[src/rtl/bft_pkg.sv]
// Shared BFT definitions: packet field layout, host word payload and packet packing.
package bft_pkg;

  localparam int unsigned PACKET_BITS    = 49;
  localparam int unsigned PAYLOAD_BITS   = 32;
  localparam int unsigned NUM_LEAF_BITS  = 3;
  localparam int unsigned NUM_PORT_BITS  = 4;
  localparam int unsigned FIFO_ADDR_BITS = 4;
  localparam int unsigned CNT_BITS       = 32;

  localparam int unsigned VALID_POS = PACKET_BITS - 1;
  localparam int unsigned LEAF_LSB  = VALID_POS - NUM_LEAF_BITS;
  localparam int unsigned PORT_LSB  = LEAF_LSB - NUM_PORT_BITS;
  localparam int unsigned PAD_BITS  = PORT_LSB - PAYLOAD_BITS;

  localparam logic [NUM_PORT_BITS-1:0] PORT_CFG0 = NUM_PORT_BITS'(0);
  localparam logic [NUM_PORT_BITS-1:0] PORT_CFG1 = NUM_PORT_BITS'(1);

  typedef struct packed {
    logic [NUM_LEAF_BITS-1:0] leaf;
    logic [NUM_PORT_BITS-1:0] port;
    logic [PAYLOAD_BITS-1:0]  payload;
  } host_word_t;

  typedef enum logic {
    ST_EMPTY = 1'b0,
    ST_HOLD  = 1'b1
  } out_state_t;

  // Valid bit on top, zero padding between the port field and the payload.
  function automatic logic [PACKET_BITS-1:0] pack_packet(input host_word_t w);
    return {1'b1, w.leaf, w.port, {PAD_BITS{1'b0}}, w.payload};
  endfunction

endpackage

[src/rtl/sync_fifo.sv]
// Single-clock FIFO; read data is the head entry, full/empty are registered flags.
module sync_fifo #(
  parameter int unsigned WIDTH     = 8,
  parameter int unsigned ADDR_BITS = 4
) (
  input  logic                 clk,
  input  logic                 reset_n,
  input  logic                 i_push,
  input  logic                 i_pop,
  input  logic [WIDTH-1:0]     i_wdata,
  output logic [WIDTH-1:0]     o_rdata_c,
  output logic                 o_full,
  output logic                 o_empty,
  output logic [ADDR_BITS:0]   o_count
);

  localparam int unsigned DEPTH = 1 << ADDR_BITS;
  localparam int unsigned CW    = ADDR_BITS + 1;

  logic [WIDTH-1:0]     r_mem [DEPTH];
  logic [ADDR_BITS-1:0] r_wr_ptr;
  logic [ADDR_BITS-1:0] r_rd_ptr;
  logic [CW-1:0]        r_count;
  logic [CW-1:0]        w_count_next;
  logic                 r_full;
  logic                 r_empty;
  logic                 w_push;
  logic                 w_pop;

  assign w_push = i_push && !r_full;
  assign w_pop  = i_pop && !r_empty;

  always_comb begin
    w_count_next = r_count;
    case ({w_push, w_pop})
      2'b10:   w_count_next = r_count + CW'(1);
      2'b01:   w_count_next = r_count - CW'(1);
      default: w_count_next = r_count;
    endcase
  end

  always_ff @(posedge clk) begin
    if (w_push) r_mem[r_wr_ptr] <= i_wdata;
  end

  // Flags track the post-edge count so they are ready without a decode path.
  always_ff @(posedge clk or negedge reset_n) begin
    if (!reset_n) begin
      r_wr_ptr <= '0;
      r_rd_ptr <= '0;
      r_count  <= '0;
      r_full   <= 1'b0;
      r_empty  <= 1'b1;
    end else begin
      if (w_push) r_wr_ptr <= r_wr_ptr + ADDR_BITS'(1);
      if (w_pop)  r_rd_ptr <= r_rd_ptr + ADDR_BITS'(1);
      r_count <= w_count_next;
      r_full  <= (w_count_next == CW'(DEPTH));
      r_empty <= (w_count_next == CW'(0));
    end
  end

  assign o_rdata_c = r_mem[r_rd_ptr];
  assign o_full    = r_full;
  assign o_empty   = r_empty;
  assign o_count   = r_count;

endmodule

[src/rtl/bft_host_injector.sv]
// Host-side BFT transmitter: queues tagged words, packs them and drives the root port,
// holding the current packet while the switch signals resend.
module bft_host_injector
  import bft_pkg::*;
(
  input  logic                      clk,
  input  logic                      reset_n,
  input  logic                      s_valid,
  output logic                      s_ready,
  input  logic                      s_cfg,
  input  logic [NUM_LEAF_BITS-1:0]  s_leaf,
  input  logic [NUM_PORT_BITS-1:0]  s_port,
  input  logic [PAYLOAD_BITS-1:0]   s_payload,
  output logic [PACKET_BITS-1:0]    dout_host2bft,
  input  logic                      resend,
  output logic                      idle,
  output logic [CNT_BITS-1:0]       pkt_count,
  output logic                      port_err
);

  localparam int unsigned CW = FIFO_ADDR_BITS + 1;

  out_state_t             r_state;
  out_state_t             w_state_next;
  logic [PACKET_BITS-1:0] r_dout;
  logic [CNT_BITS-1:0]    r_pkt_count;
  logic                   r_port_err;
  logic                   r_idle;

  host_word_t             w_wdata;
  host_word_t             w_rdata;
  logic                   w_fifo_full;
  logic                   w_fifo_empty;
  logic [CW-1:0]          w_fifo_count;
  logic [CW-1:0]          w_fifo_count_next;
  logic                   w_drop;
  logic                   w_accept_in;
  logic                   w_push;
  logic                   w_pop;
  logic                   w_out_accept;

  // Non-config words may not address the reserved configuration ports.
  assign w_drop      = !s_cfg && ((s_port == PORT_CFG0) || (s_port == PORT_CFG1));
  assign w_accept_in = s_valid && !w_fifo_full;
  assign w_push      = w_accept_in && !w_drop;
  assign w_wdata     = '{leaf: s_leaf, port: s_port, payload: s_payload};

  sync_fifo #(
    .WIDTH     ($bits(host_word_t)),
    .ADDR_BITS (FIFO_ADDR_BITS)
  ) u_fifo (
    .clk       (clk),
    .reset_n   (reset_n),
    .i_push    (w_push),
    .i_pop     (w_pop),
    .i_wdata   (w_wdata),
    .o_rdata_c (w_rdata),
    .o_full    (w_fifo_full),
    .o_empty   (w_fifo_empty),
    .o_count   (w_fifo_count)
  );

  always_comb begin
    w_state_next = r_state;
    w_pop        = 1'b0;
    w_out_accept = 1'b0;
    unique case (r_state)
      ST_EMPTY: begin
        if (!w_fifo_empty) begin
          w_pop        = 1'b1;
          w_state_next = ST_HOLD;
        end
      end
      ST_HOLD: begin
        if (!resend) begin
          w_out_accept = 1'b1;
          if (!w_fifo_empty) w_pop = 1'b1;
          else               w_state_next = ST_EMPTY;
        end
      end
      default: w_state_next = ST_EMPTY;
    endcase
  end

  // Occupancy after this edge, so idle can be registered alongside the state.
  always_comb begin
    w_fifo_count_next = w_fifo_count;
    if (w_push && !w_pop)      w_fifo_count_next = w_fifo_count + CW'(1);
    else if (!w_push && w_pop) w_fifo_count_next = w_fifo_count - CW'(1);
  end

  always_ff @(posedge clk or negedge reset_n) begin
    if (!reset_n) begin
      r_state     <= ST_EMPTY;
      r_dout      <= '0;
      r_pkt_count <= '0;
      r_port_err  <= 1'b0;
      r_idle      <= 1'b1;
    end else begin
      r_state <= w_state_next;
      if (w_pop)             r_dout <= pack_packet(w_rdata);
      else if (w_out_accept) r_dout <= '0;
      if (w_out_accept)      r_pkt_count <= r_pkt_count + CNT_BITS'(1);
      if (w_accept_in && w_drop) r_port_err <= 1'b1;
      r_idle <= (w_fifo_count_next == CW'(0)) && (w_state_next == ST_EMPTY);
    end
  end

  assign s_ready       = !w_fifo_full;
  assign dout_host2bft = r_dout;
  assign idle          = r_idle;
  assign pkt_count     = r_pkt_count;
  assign port_err      = r_port_err;

endmodule

[config.mk]
export PLATFORM = sky130hd
export DESIGN_NAME = bft_host_injector
export DESIGN_NICKNAME = d
export VERILOG_FILES = /design/src/rtl/bft_pkg.sv /design/src/rtl/sync_fifo.sv /design/src/rtl/bft_host_injector.sv
export SDC_FILE = /design/constraint.sdc
export NUM_CORES = 1
export LEC_CHECK = 0
export BUFFER_PORTS_ARGS = -buffer_cell sky130_fd_sc_hd__buf_2
export CELL_PAD_IN_SITES_DETAIL_PLACEMENT = 1
export CELL_PAD_IN_SITES_GLOBAL_PLACEMENT = 1
export CORE_MARGIN = 2
export CORE_UTILIZATION = 35
export CTS_BUF_LIST = sky130_fd_sc_hd__clkbuf_8
export DETAILED_ROUTE_END_ITERATION = 7
export PLACE_DENSITY_LB_ADDON = 0.3
export SLEW_MARGIN = 20
export SYNTH_ARGS = -nofsm -noshare
export SYNTH_HDL_FRONTEND = slang
export SYNTH_SLANG_ARGS = --single-unit
[constraint.sdc]
create_clock -name clk -period 5.1 [get_ports clk]
set_input_delay 1.275 -clock clk [delete_from_list [all_inputs] [get_ports clk]]
set_output_delay 1.275 -clock clk [all_outputs]
set_load 0.005 [all_outputs]
==> out/results.ini <==
[global_route]
grt_pass1_wl_mm=99.4
grt_antenna_before_repair=4
grt_pass1_vias=14900
track_usage_pct=16.5
grt_max_degree=81
overflow=0

[sta]
setup_viol=0
finClkSkew_ns=0.0570
tightest_slew_ns=1.11
maxSlewViolCount=0
maxSlewHeadroom_pct=26.0
timing.final.ws_setup_ns=1.44
rsz0062_at_grt=false
period_share_pct=71.7
max_freq_mhz=273
period_needed_ns=3.66
tns_ns=0
hold_violations=0
holdWs_ns=0.468

[final_layout]
drive_gt1_share_pct=33.0
fillers=7603
finalNetCount=1589
syn_to_final_growth_pct=15.9
finish.utilization_pct=40.8

[floorplan]
die_h_um=285
core_um2=78700
initial_core_util_pct=35.2
die_area_um2=81500
ioPinCount=128
row_count=103
die_w_um=285

[critical_path]
r2r-start=u_fifo.o_full
critical_path.max_fanout=17
setup.worst_path.start=s_port[1]
worstPathArrival_ns=4.05
cp-start-kind=primary input
cp-end-kind=flip-flop
cp.required_ns=5.49
crit_type=primary input to flip-flop

[route]
via_count=13700
drtIter0Drc=903
drc_errors=0
drtAntennaViolNets=0
routed_via_density=5.11
drt-pass1-iter-count=4
wl_per_cell_um=24.6
wirelength_mm=66.0

[placement]
pre_cts_slack_ns=0.777
routabilityCongestion=0.727
io_buffers=118
post-dp-hpwl_mm=38.6

[pwr]
p_per_area_nw_per_um2=530
finalPower_w=0.0170
ir_worst_vdd_uv=334
p_leak_nw=11.0

[clock_tree]
postCtsHoldBufs=0
clockRootBuffer=clkbuf_8
cts.sinks=714
clk_pin_slew_ns=0.06
cts_resized=0
clock_path_buffers=3
cts_setup_buffers=0
htree_levels=3
cts_buffers=114
cts_tree=built
clock_latency_ns=0.74

[job]
drv_cap=0

[logic_synthesis]
synth-seq-area-share_pct=75.7
syn-cell-area_um2=27700
syn_avg_cell_area_um2=20.9
ys_warn_count=0
synth_edf_count=624
synth.distinct_cells=55
synth_ff_type=edfxtp_1
synthCells=1330
synth_seq_cells=714
async_flop_share_pct=12.6

[outcome]
status=finished clean

[min_path]
holdCritPathClass=flip-flop to flip-flop
hold_start=port_err

[logic make-up (layout without fill, tap and decap cells)]
logic type               count (synthesis)  after routing  synth area share [%]
XOR/XNOR                                39             39                  1.23
buffers and inverters                   93            390                  1.87
adder cells (fa/ha/maj)                 11             11                 0.496
AND/OR/NAND/NOR                        126            126                  2.36
other                                    1             11                0.0135
flip-flops                             714            714                  75.7
multiplexers                           238            238                  15.5
AO/OA/AOI/OAI                          108            108                  2.79
[area by class of cell]
type / count / area (µm²) / area share, %
antenna: 2 / 5.00 / 0.0156
clock buffer: 128 / 1760 / 5.48
clock inverter: 89 / 509 / 1.58
inverter: 15 / 56.3 / 0.175
multi-input combinational: 531 / 6390 / 19.9
sequential: 714 / 21000 / 65.3
tap: 1050 / 1310 / 4.09
timing repair buffer: 158 / 1110 / 3.44
[state kept, by name (all words and copies together) (netlist names), 4 cells and up]
| signal | count |
|---|---|
| u_fifo.r_mem | 624 |
| u_fifo.r_rd_ptr | 4 |
| pkt_count | 32 |
| u_fifo.o_count | 5 |
| dout_host2bft | 40 |
| u_fifo.r_wr_ptr | 4 |
[cells in the mapped netlist (4+ instances only)]
master    count  area share, %
a21oi_1       4          0.072
a221oi_1      9           0.28
a22oi_1      28           0.76
a22oi_2      12           0.54
and2_1        6           0.14
buf_2        20           0.36
buf_4        25           0.68
clkbuf_1     25           0.34
dfrtp_1      88            7.9
edfxtp_1    624             68
ha_1         11           0.50
inv_1        15           0.20
mux2_2       31            1.3
mux2_4       10           0.54
mux2i_1      50            1.8
mux4_2      147             12
nand2_1      32           0.43
nand3_1      12           0.22
nand4_1      21           0.47
nor2_1       24           0.32
nor3_1        8           0.14
o21ai_0      23           0.42
o21ai_1      20           0.36
xnor2_1      35            1.1
xor2_1        4           0.13
[power breakdown]
part	total (W)	internal [W]	switching (W)	leakage [nW]
Combinational	0.00457	0.00214	0.00243	2.84
Clock	0.00480	0.00252	0.00228	1.33
Sequential	0.00767	0.00711	0.000559	6.78
[metrics by stage]
stage	instances	cell area [µm²]
detailed placement	2468	29900
finish	2687	32200
floorplan	1338	27800
CTS	2685	32100
global placement	2468	29900
global route	2686	32100
[final timing paths]
path                            cells after the start                 end  slack, ns
worst max-delay path                                6  u_fifo.r_mem[6][9]       1.44
worst min-delay path                                1            port_err       0.47
worst max register to register                      4  u_fifo.r_mem[6][9]       2.05
worst min register to register                      1            port_err       0.47
max in group asynchronous                           2  u_fifo.r_rd_ptr[1]       3.25
min in group asynchronous                           1   u_fifo.o_count[1]       0.71
[worst max-delay path, stage by stage]
cell     delay, ns
buf_2         0.30
nor4_1        0.15
nor3b_1       0.90
nand2_1       0.49
nor2_4        0.64
buf_12        0.26
[layout by cell type (no fill, tap or decap), types with 10 or more instances in the layout]
master      n
a22oi_1    28
xnor2_1    35
o21ai_1    20
inv_1      58
o21ai_0    22
buf_12     17
buf_2     117
ha_1       11
dfrtp_1    85
nor2_4     12
nand3_1    12
nor2_1     12
nand2_1    32
clkinv_2   18
a22oi_2    12
nand4_1    21
mux2_4     10
clkinv_1   18
mux4_2    147
clkbuf_8  128
buf_4      24
mux2i_1    50
mux2_2     31
edfxtp_1  624
[per-layer routing]
layer | share of wire [%] | track usage (%) | vias to the layer above
met5 | 0.055 | 0 | -
met4 | 1.7 | 4.91 | 6
met3 | 4.6 | 3.14 | 80
met2 | 49 | 26.9 | 331
met1 | 44 | 22.5 | 7436
li1 | - | - | 5875
Note: power is estimated with default switching activity, not from simulation.
